--- config.mk ---
export PLATFORM = sky130hd
export DESIGN_NAME = sw_debounce
export DESIGN_NICKNAME = d
export VERILOG_FILES = /design/src/rtl/sw_debounce.sv
export SDC_FILE = /design/constraint.sdc
export NUM_CORES = 1
export LEC_CHECK = 0
export BUFFER_PORTS_ARGS = -buffer_cell sky130_fd_sc_hd__buf_2
export CORE_AREA = 2 2 204 206
export DETAILED_ROUTE_END_ITERATION = 8
export DIE_AREA = 0 0 206 208
export GPL_TIMING_DRIVEN = 1
export SLEW_MARGIN = 15
export SYNTH_ARGS = -nofsm -noshare
export SYNTH_HDL_FRONTEND = slang
export SYNTH_SLANG_ARGS = --single-unit
export TNS_END_PERCENT = 20
--- constraint.sdc ---
create_clock -name clk_i -period 32 [get_ports clk_i]
set_clock_uncertainty 0.05 [all_clocks]
set_input_delay 6.4 -clock clk_i [delete_from_list [all_inputs] [get_ports clk_i]]
set_output_delay 6.4 -clock clk_i [all_outputs]
set_load 0.05 [all_outputs]
--- src/rtl/sw_debounce.sv ---
// rtl/sw_debounce.sv - per-bit switch synchroniser and debouncer; event/irq logic under SW_DEBOUNCE_IRQ_EN
module sw_debounce #(
  parameter int Width          = 16,
  parameter int DebounceCycles = 150_000
) (
  input  logic             clk_i,
  input  logic             rst_i,
  input  logic [Width-1:0] sw_ni,
  output logic [Width-1:0] sw_o,
  output logic [Width-1:0] edge_o
`ifdef SW_DEBOUNCE_IRQ_EN
  ,
  input  logic [Width-1:0] irq_en_i,
  input  logic [Width-1:0] irq_clr_i,
  output logic [Width-1:0] event_o,
  output logic             irq_o
`endif
);

  localparam int CNT_W = $clog2(DebounceCycles + 1);
  localparam logic [CNT_W-1:0] CNT_LAST = CNT_W'(DebounceCycles - 1);

  logic [Width-1:0] sync1_q;
  logic [Width-1:0] sync2_q;
  logic [Width-1:0] pressed;
  logic [Width-1:0] toggle;
  logic [Width-1:0] disagree;
  logic [Width-1:0] sw_d_q;
  logic [CNT_W-1:0] cnt_q [Width];

  // Synchroniser idles at 1 so a released (high) pin is the reset state.
  always_ff @(posedge clk_i or posedge rst_i) begin
    if (rst_i) begin
      sync1_q <= '1;
      sync2_q <= '1;
    end else begin
      sync1_q <= sw_ni;
      sync2_q <= sync1_q;
    end
  end

  assign pressed  = ~sync2_q;
  assign disagree = pressed ^ sw_o;

  always_comb begin
    toggle = '0;
    for (int i = 0; i < Width; i++) begin
      toggle[i] = disagree[i] && (cnt_q[i] == CNT_LAST);
    end
  end

  // Counter clears whenever input agrees, so any short glitch restarts the window.
  always_ff @(posedge clk_i or posedge rst_i) begin
    if (rst_i) begin
      for (int i = 0; i < Width; i++) begin
        cnt_q[i] <= '0;
      end
    end else begin
      for (int i = 0; i < Width; i++) begin
        if (!disagree[i] || toggle[i]) begin
          cnt_q[i] <= '0;
        end else begin
          cnt_q[i] <= cnt_q[i] + 1'b1;
        end
      end
    end
  end

  always_ff @(posedge clk_i or posedge rst_i) begin
    if (rst_i) begin
      sw_o   <= '0;
      sw_d_q <= '0;
      edge_o <= '0;
    end else begin
      sw_o   <= sw_o ^ toggle;
      sw_d_q <= sw_o;
      edge_o <= sw_o ^ sw_d_q;
    end
  end

`ifdef SW_DEBOUNCE_IRQ_EN
  // Set wins over clear so an edge coinciding with a clear is never lost.
  always_ff @(posedge clk_i or posedge rst_i) begin
    if (rst_i) begin
      event_o <= '0;
      irq_o   <= 1'b0;
    end else begin
      event_o <= (event_o & ~irq_clr_i) | edge_o;
      irq_o   <= |(event_o & irq_en_i);
    end
  end
`endif

endmodule

Yosys cells after proc, flatten, opt, wreduce, memory -nomap -nowiden
Index checks and enable logic that the tools add are counted.
- add/subtract/negate cells: 16
- equality and inequality tests: 16
- mux-type cells: 16
- bitwise logic cells: 4
- reduce and logical (&&, ||, !) cells: 48
- operators with widths (cell ; number):
    $add A18 B1 Y18 const B ; 16
    $eq A18 B18 Y1 const B ; 16
    $mux W18 ; 16
    $xor A16 B16 Y16 ; 3
    $logic_and A1 B1 Y1 ; 16
    $logic_not A1 Y1 ; 16
    $logic_or A1 B1 Y1 ; 16
    $not A16 Y16 ; 1
- bits in registers: 368
- word-level logic and storage cells: 121

Depth between registers and ports, before layout
Gate-level depths: netlist of the first run.
- depth in word-level cells: 5
- mapped depth: 7
- mapped depth without buffers: 5

Least setup slack after synthesis of the first run
No wires, ideal clock.
- kind: flip-flop to output port
- start: register (tool-made name)
- end: output sw_o[4]
- arrival time: 0.667 ns
- path slack: 24.883 ns
- cell stages (with the launch flop): 1
- path buffers: 0
- cells stage by stage: dfrtp_1
- RTL lines (what ; line ; RTL):
    end, declared ; 9 ; output logic [Width-1:0] sw_o,

==> results of run 1 <==
[state kept, by name, indices dropped and copies added, names as in the netlist, named ones only]
name     count
cnt_q      288
edge_o      16
sw_d_q      16
sync1_q     16
sync2_q     16
[cells by family (layout without fill, tap and decap cells)]
group	after synthesis	after routing	share of synthesized area
AND/OR/NAND/NOR	793	793	0.243
flip-flops	368	368	0.548
XOR/XNOR	250	250	0.130
AO/OA/AOI/OAI	109	109	0.0415
buffers and inverters	89	196	0.0216
adder cells (fa/ha/maj)	16	16	0.0119
multiplexers	7	7	0.00423
[per-stage QoR]
step            util  cell area (um^2)  hold WS [ns]  worst slack [ns]
2_1_floorplan      -             16900         0.295             15.39
3_3_place_gp   0.437             17700         0.295             23.11
3_5_place_dp   0.437             17700         0.297             23.05
4_1_cts        0.471             19100         0.297             23.67
5_1_grt        0.472             19100         0.305             23.39
6_report       0.472             19100         0.301             23.87
[power breakdown]
group          internal [W]   total, W  switching, W
Clock              0.000287   0.000476      0.000189
Sequential         0.000474   0.000481    0.00000651
Combinational    0.00000764  0.0000272     0.0000195
Total              0.000769   0.000984      0.000215
[cell usage after synthesis (3+ instances only)]
cell / n
dfstp_2: 32
nand4_1: 105
or3_1: 22
and4_1: 21
o221ai_1: 3
nor2b_1: 6
and2_1: 8
xor2_1: 92
o21ai_1: 9
or2_2: 11
and3_1: 13
nor3_1: 53
nand3_1: 95
mux2i_1: 6
nand3_2: 3
xnor2_1: 158
a21oi_1: 29
clkbuf_1: 18
dfrtp_1: 336
nor2_1: 281
o31ai_1: 23
nor4bb_1: 3
nor4_1: 56
inv_1: 56
or4_1: 18
ha_1: 16
nor4b_1: 20
buf_2: 13
o21ai_0: 30
nand2_1: 64
[final timing paths]
path	cells after the start	endpoint	from	slack [ns]
worst max-delay path	4	cnt_q[245]	rst_i	23.87
worst min-delay path	0	sync2_q[15]	sync1_q[15]	0.30
worst max register to register	5	cnt_q[201]	cnt_q[198]	29.62
worst min register to register	0	sync2_q[15]	sync1_q[15]	0.30
max in group clk_i	1	sw_o[14]	register	24.25
min in group asynchronous	2	cnt_q[136]	rst_i	5.92
[routing by layer]
metal	global-route usage	wire, um
met1	0.218	15500
met3	0.0340	1210
met4	0.0409	554
met2	0.231	13600
met5	0	0
[area by class of cell]
| class | instances | area [um^2] |
|---|---|---|
| clock inverter | 11 | 151 |
| inverter | 56 | 218 |
| clock buffer | 67 | 1220 |
| fill | 3719 | 21400 |
| multi-input combinational | 1175 | 7280 |
| tap | 532 | 666 |
| timing repair buffer | 62 | 343 |
| sequential | 368 | 9250 |
[worst reg2reg max path, delay by kind of cell, from the launching register on]
kind / cells / cell delay, ns
buffers and inverters: 1 / 0.29
and+or+nand+nor: 2 / 0.41
adders and majority gates: 1 / 0.22
AOI/OAI and AO/OA: 1 / 0.91
DFF: 1 / 0.39
==> flow_summary.ini, run 1 <==
[timing]
fin_setup_tns_ns = 0
fin_crit_sh = 0.254
timing.final.max_slew_violations = 0
maxSlewHeadroom = 0.406
fin_crit_ns = 8.13
max_clock_freq_ghz = 0.123
worst_pin_slew_ns = 0.891
rsz0062_at_grt = no
hold_violations = 0
finalSetupViolCount = 0

[clock_tree]
clock_latency_ns = 0.56
clockRootBuffer = clkbuf_16
cts_hold_buf = 0
clkTransAtPathRegs_ns = 0.06
clockBufferDepth = 3
h-tree-depth = 2
cts_resized = 0
post_cts_buffers = 0
cts_tree = built
clock-sinks = 368
cts_inserted_buffers = 42

[logic_synthesis]
synth_warnings = 0
synthTopCellsByArea = dfrtp_1 50%, xnor2_1 8.2%, nor2_1 6.2%, dfstp_2 5.0%, xor2_1 4.8%
synth_cells = 1632
ys_ff_latch = 368
yosys.area.top_type = dfrtp_1
async_reset_ff_frac = 1.00
avgSynthCellArea_um2 = 10.3
synth_nets = 1666
synth_top_cell_area_share = 0.498
yosys.cell_types.count = 54
synth_ff_type = dfrtp_1
synthesis.area_um2 = 16900
synth_edf_count = 0
yosysSeqAreaShare = 0.548

[die]
fp-row-count = 74
die_area_um2 = 42800
die_x_um = 206
ios = 50
initial_utilization = 0.416
die_height_um = 208
coreArea_um2 = 40600

[setup_path]
worst-path-buf-inv = 4
path_delay_family = buffers and inverters
crit_chain = buf_2 > inv_8 > buf_4 > buf_4
slowest_stage = buf_4
cp.arrival_ns = 8.65
path_class = primary input to async pin
critPathMaxStageDelay_ns = 0.80
crit_path_end_kind = async pin
cp-start-kind = primary input
crit_required_ns = 32.52
path_common_cell = buf_4
cp_max_fo = 103

[placement]
portBuffers = 49
dp_cells = 2193
place_congestion = 0.809
place.detailed.hpwl_mm = 20.0

[worst_hold_path]
hold_class = register to register

[cells_and_area]
drive_gt1_frac = 0.109
layout_commonest_cell = dfrtp_1
layout-area-overhead-vs-synth_pct = 13.3
nets = 1739
insertedDiodeCount = 0
instances_no_fill = 2271
layout_common_cells = 336 x dfrtp_1, 281 x nor2_1, 158 x xnor2_1, 105 x nand4_1, 95 x nand3_1

[detailed_routing]
dr.pass1.iters = 5
vias_per_cell = 5.18
ant_nets = 0
vias = 11800
detail_route.wl_per_cell_um = 13.6
drc = 0
drt-total-wl_mm = 30.9
drtIter0Drc = 572

[global_routing]
grt_max_degree = 104
grt-ovfl-total = 0
antenna_found_initial = 0
grt_pass1_wl_mm = 55.4
first_global_vias = 11700
grt_usage = 0.152

[pwr]
vdd_drop_max_mv = 0.0362
power.total_w = 0.000984
p_leak_nw = 7.78
powerDensity_nw_per_um2 = 51.4

[outcome]
status = complete, no violations

[job]
drv_cap = 0
(Power assumes the default switching activity.)
==> run 2: changes to the inputs <==
clock period = 7.5 ns   (was 32 ns; I/O delays follow)
==> run 2 against run 1 <==
Final area rose by 0.20%. Total power rose to 4.3 times the previous value. Sequential share of layout area fell by 0.095 points. Routed wire length fell by 1.5%. Combinational power rose to 4.2 times the previous value. Non-clock buffer count fell by 5. Register-to-register slack got worse by 24 ns. First-iteration DRC count rose by 23%. Sequential power rose to 4.3 times the previous value. Critical endpoint is now sw_o[13]. Largest power group is now the clock network.
==> flow_summary.ini, run 2 (synthesis results as in run 1) <==
[outcome]
status = complete, no violations

[timing]
max_clock_freq_ghz = 0.348
maxSlewHeadroom = 0.401
finalSetupViolCount = 0
fin_crit_sh = 0.383
rsz0062_at_grt = no
hold_violations = 0
timing.final.max_slew_violations = 0
fin_crit_ns = 2.87
fin_setup_tns_ns = 0
worst_pin_slew_ns = 0.899

[clock_tree]
clockBufferDepth = 3
cts_hold_buf = 0
clock_latency_ns = 0.55
clkTransAtPathRegs_ns = 0.06
cts_resized = 0
clockRootBuffer = clkbuf_16
cts_tree = built
cts_inserted_buffers = 42
clock-sinks = 368
post_cts_buffers = 0
h-tree-depth = 2

[placement]
place_congestion = 0.796
placed_area_um2 = 17700
portBuffers = 49
place.detailed.hpwl_mm = 19.4

[detailed_routing]
vias_per_cell = 5.18
drtIter0Drc = 704
drc = 0
dr.pass1.iters = 4
detail_route.wl_per_cell_um = 13.4
vias = 11700
drt-total-wl_mm = 30.4
ant_nets = 0

[setup_path]
path_depth = 1
path_delay_family = flip-flops
cp-start-kind = register
critPathMaxStageDelay_ns = 0.44
crit_chain = buf_2
slowest_stage = dfrtp_1
cp_max_fo = 5
crit_required_ns = 5.95
crit_path_end_kind = output port
path_class = register to output port
cp.arrival_ns = 1.32
rr_worst_depth = 5
r2r_start = cnt_q[198]
worst-path-buf-inv = 1

[die]
coreArea_um2 = 40600
fp-row-count = 74
die_x_um = 206
ios = 50
die_height_um = 208
initial_utilization = 0.416
die_area_um2 = 42800

[cells_and_area]
insertedDiodeCount = 0
regMostFlops = cnt_q
drive_gt1_frac = 0.115
layout_common_cells = 336 x dfrtp_1, 281 x nor2_1, 158 x xnor2_1, 105 x nand4_1, 95 x nand3_1
final_util = 0.473
largest_reg_flops = 288
layout_commonest_cell = dfrtp_1
layout-area-overhead-vs-synth_pct = 13.5
design_area_um2 = 19200
nets = 1734

[worst_hold_path]
whs_path_depth = 0
hold_class = register to register
hp-start = sync1_q[15]

[pwr]
power.total_w = 0.00423
vdd_drop_max_mv = 0.129
powerDensity_nw_per_um2 = 221
p_leak_nw = 7.80

[global_routing]
first_global_vias = 11500
grt_max_degree = 172
antenna_found_initial = 1
grt_usage = 0.147
grt-ovfl-total = 0
grt_pass1_wl_mm = 53.7

[job]
drv_cap = 0
run 2: cell types whose count changed in the layout (fill, tap and decap cells not counted), sizes merged:
| cell | previous run | this run |
|---|---|---|
| clkinvlp | 1 | 4 |
| buf | 62 | 57 |
| inv | 58 | 56 |
| clkinv | 5 | 14 |
| clkbuf | 67 | 56 |
run 2: layout make-up:
cell class,count,area (um^2)
fill,3741,21400
sequential,368,9250
multi-input combinational,1175,7300
clock buffer,56,1210
tap,532,666
timing repair buffer,57,330
inverter,56,214
clock inverter,21,195
run 2: metrics by stage:
| stage | hold WS [ns] | instances | setup WS [ns] |
|---|---|---|---|
| 6_report | 0.294 | 2265 | 4.63 |
| 5_1_grt | 0.291 | 2265 | 4.56 |
| 4_1_cts | 0.301 | 2265 | 4.58 |
| 3_5_place_dp | 0.297 | 2188 | 4.27 |
| 3_3_place_gp | 0.296 | 2188 | 4.26 |
| 2_1_floorplan | 0.295 | 1632 | 1.04 |
run 2: routing by layer:
metal | vias to the layer above | share of wire | global-route usage
li1 | 5877 | - | -
met1 | 5673 | 0.49 | 0.203
met2 | 132 | 0.45 | 0.230
met3 | 51 | 0.032 | 0.0268
met4 | 0 | 0.025 | 0.0539
met5 | - | 0 | 0
run 2: where the power goes:
group	internal (W)	switching, W	total, W	leakage, nW
Combinational	0.0000326	0.0000828	0.000115	2.10
Clock	0.00124	0.000819	0.00206	0.702
Sequential	0.00202	0.0000277	0.00205	4.99
Total	0.00330	0.000930	0.00423	7.80
run 2: worst paths after layout:
check	slack, ns	end
max in group asynchronous	4.88	cnt_q[243]
worst min register to register	0.29	sync2_q[15]
worst min-delay path	0.29	sync2_q[15]
worst max-delay path	4.63	sw_o[13]
min in group asynchronous	1.11	sw_d_q[8]
worst max register to register	5.17	cnt_q[208]
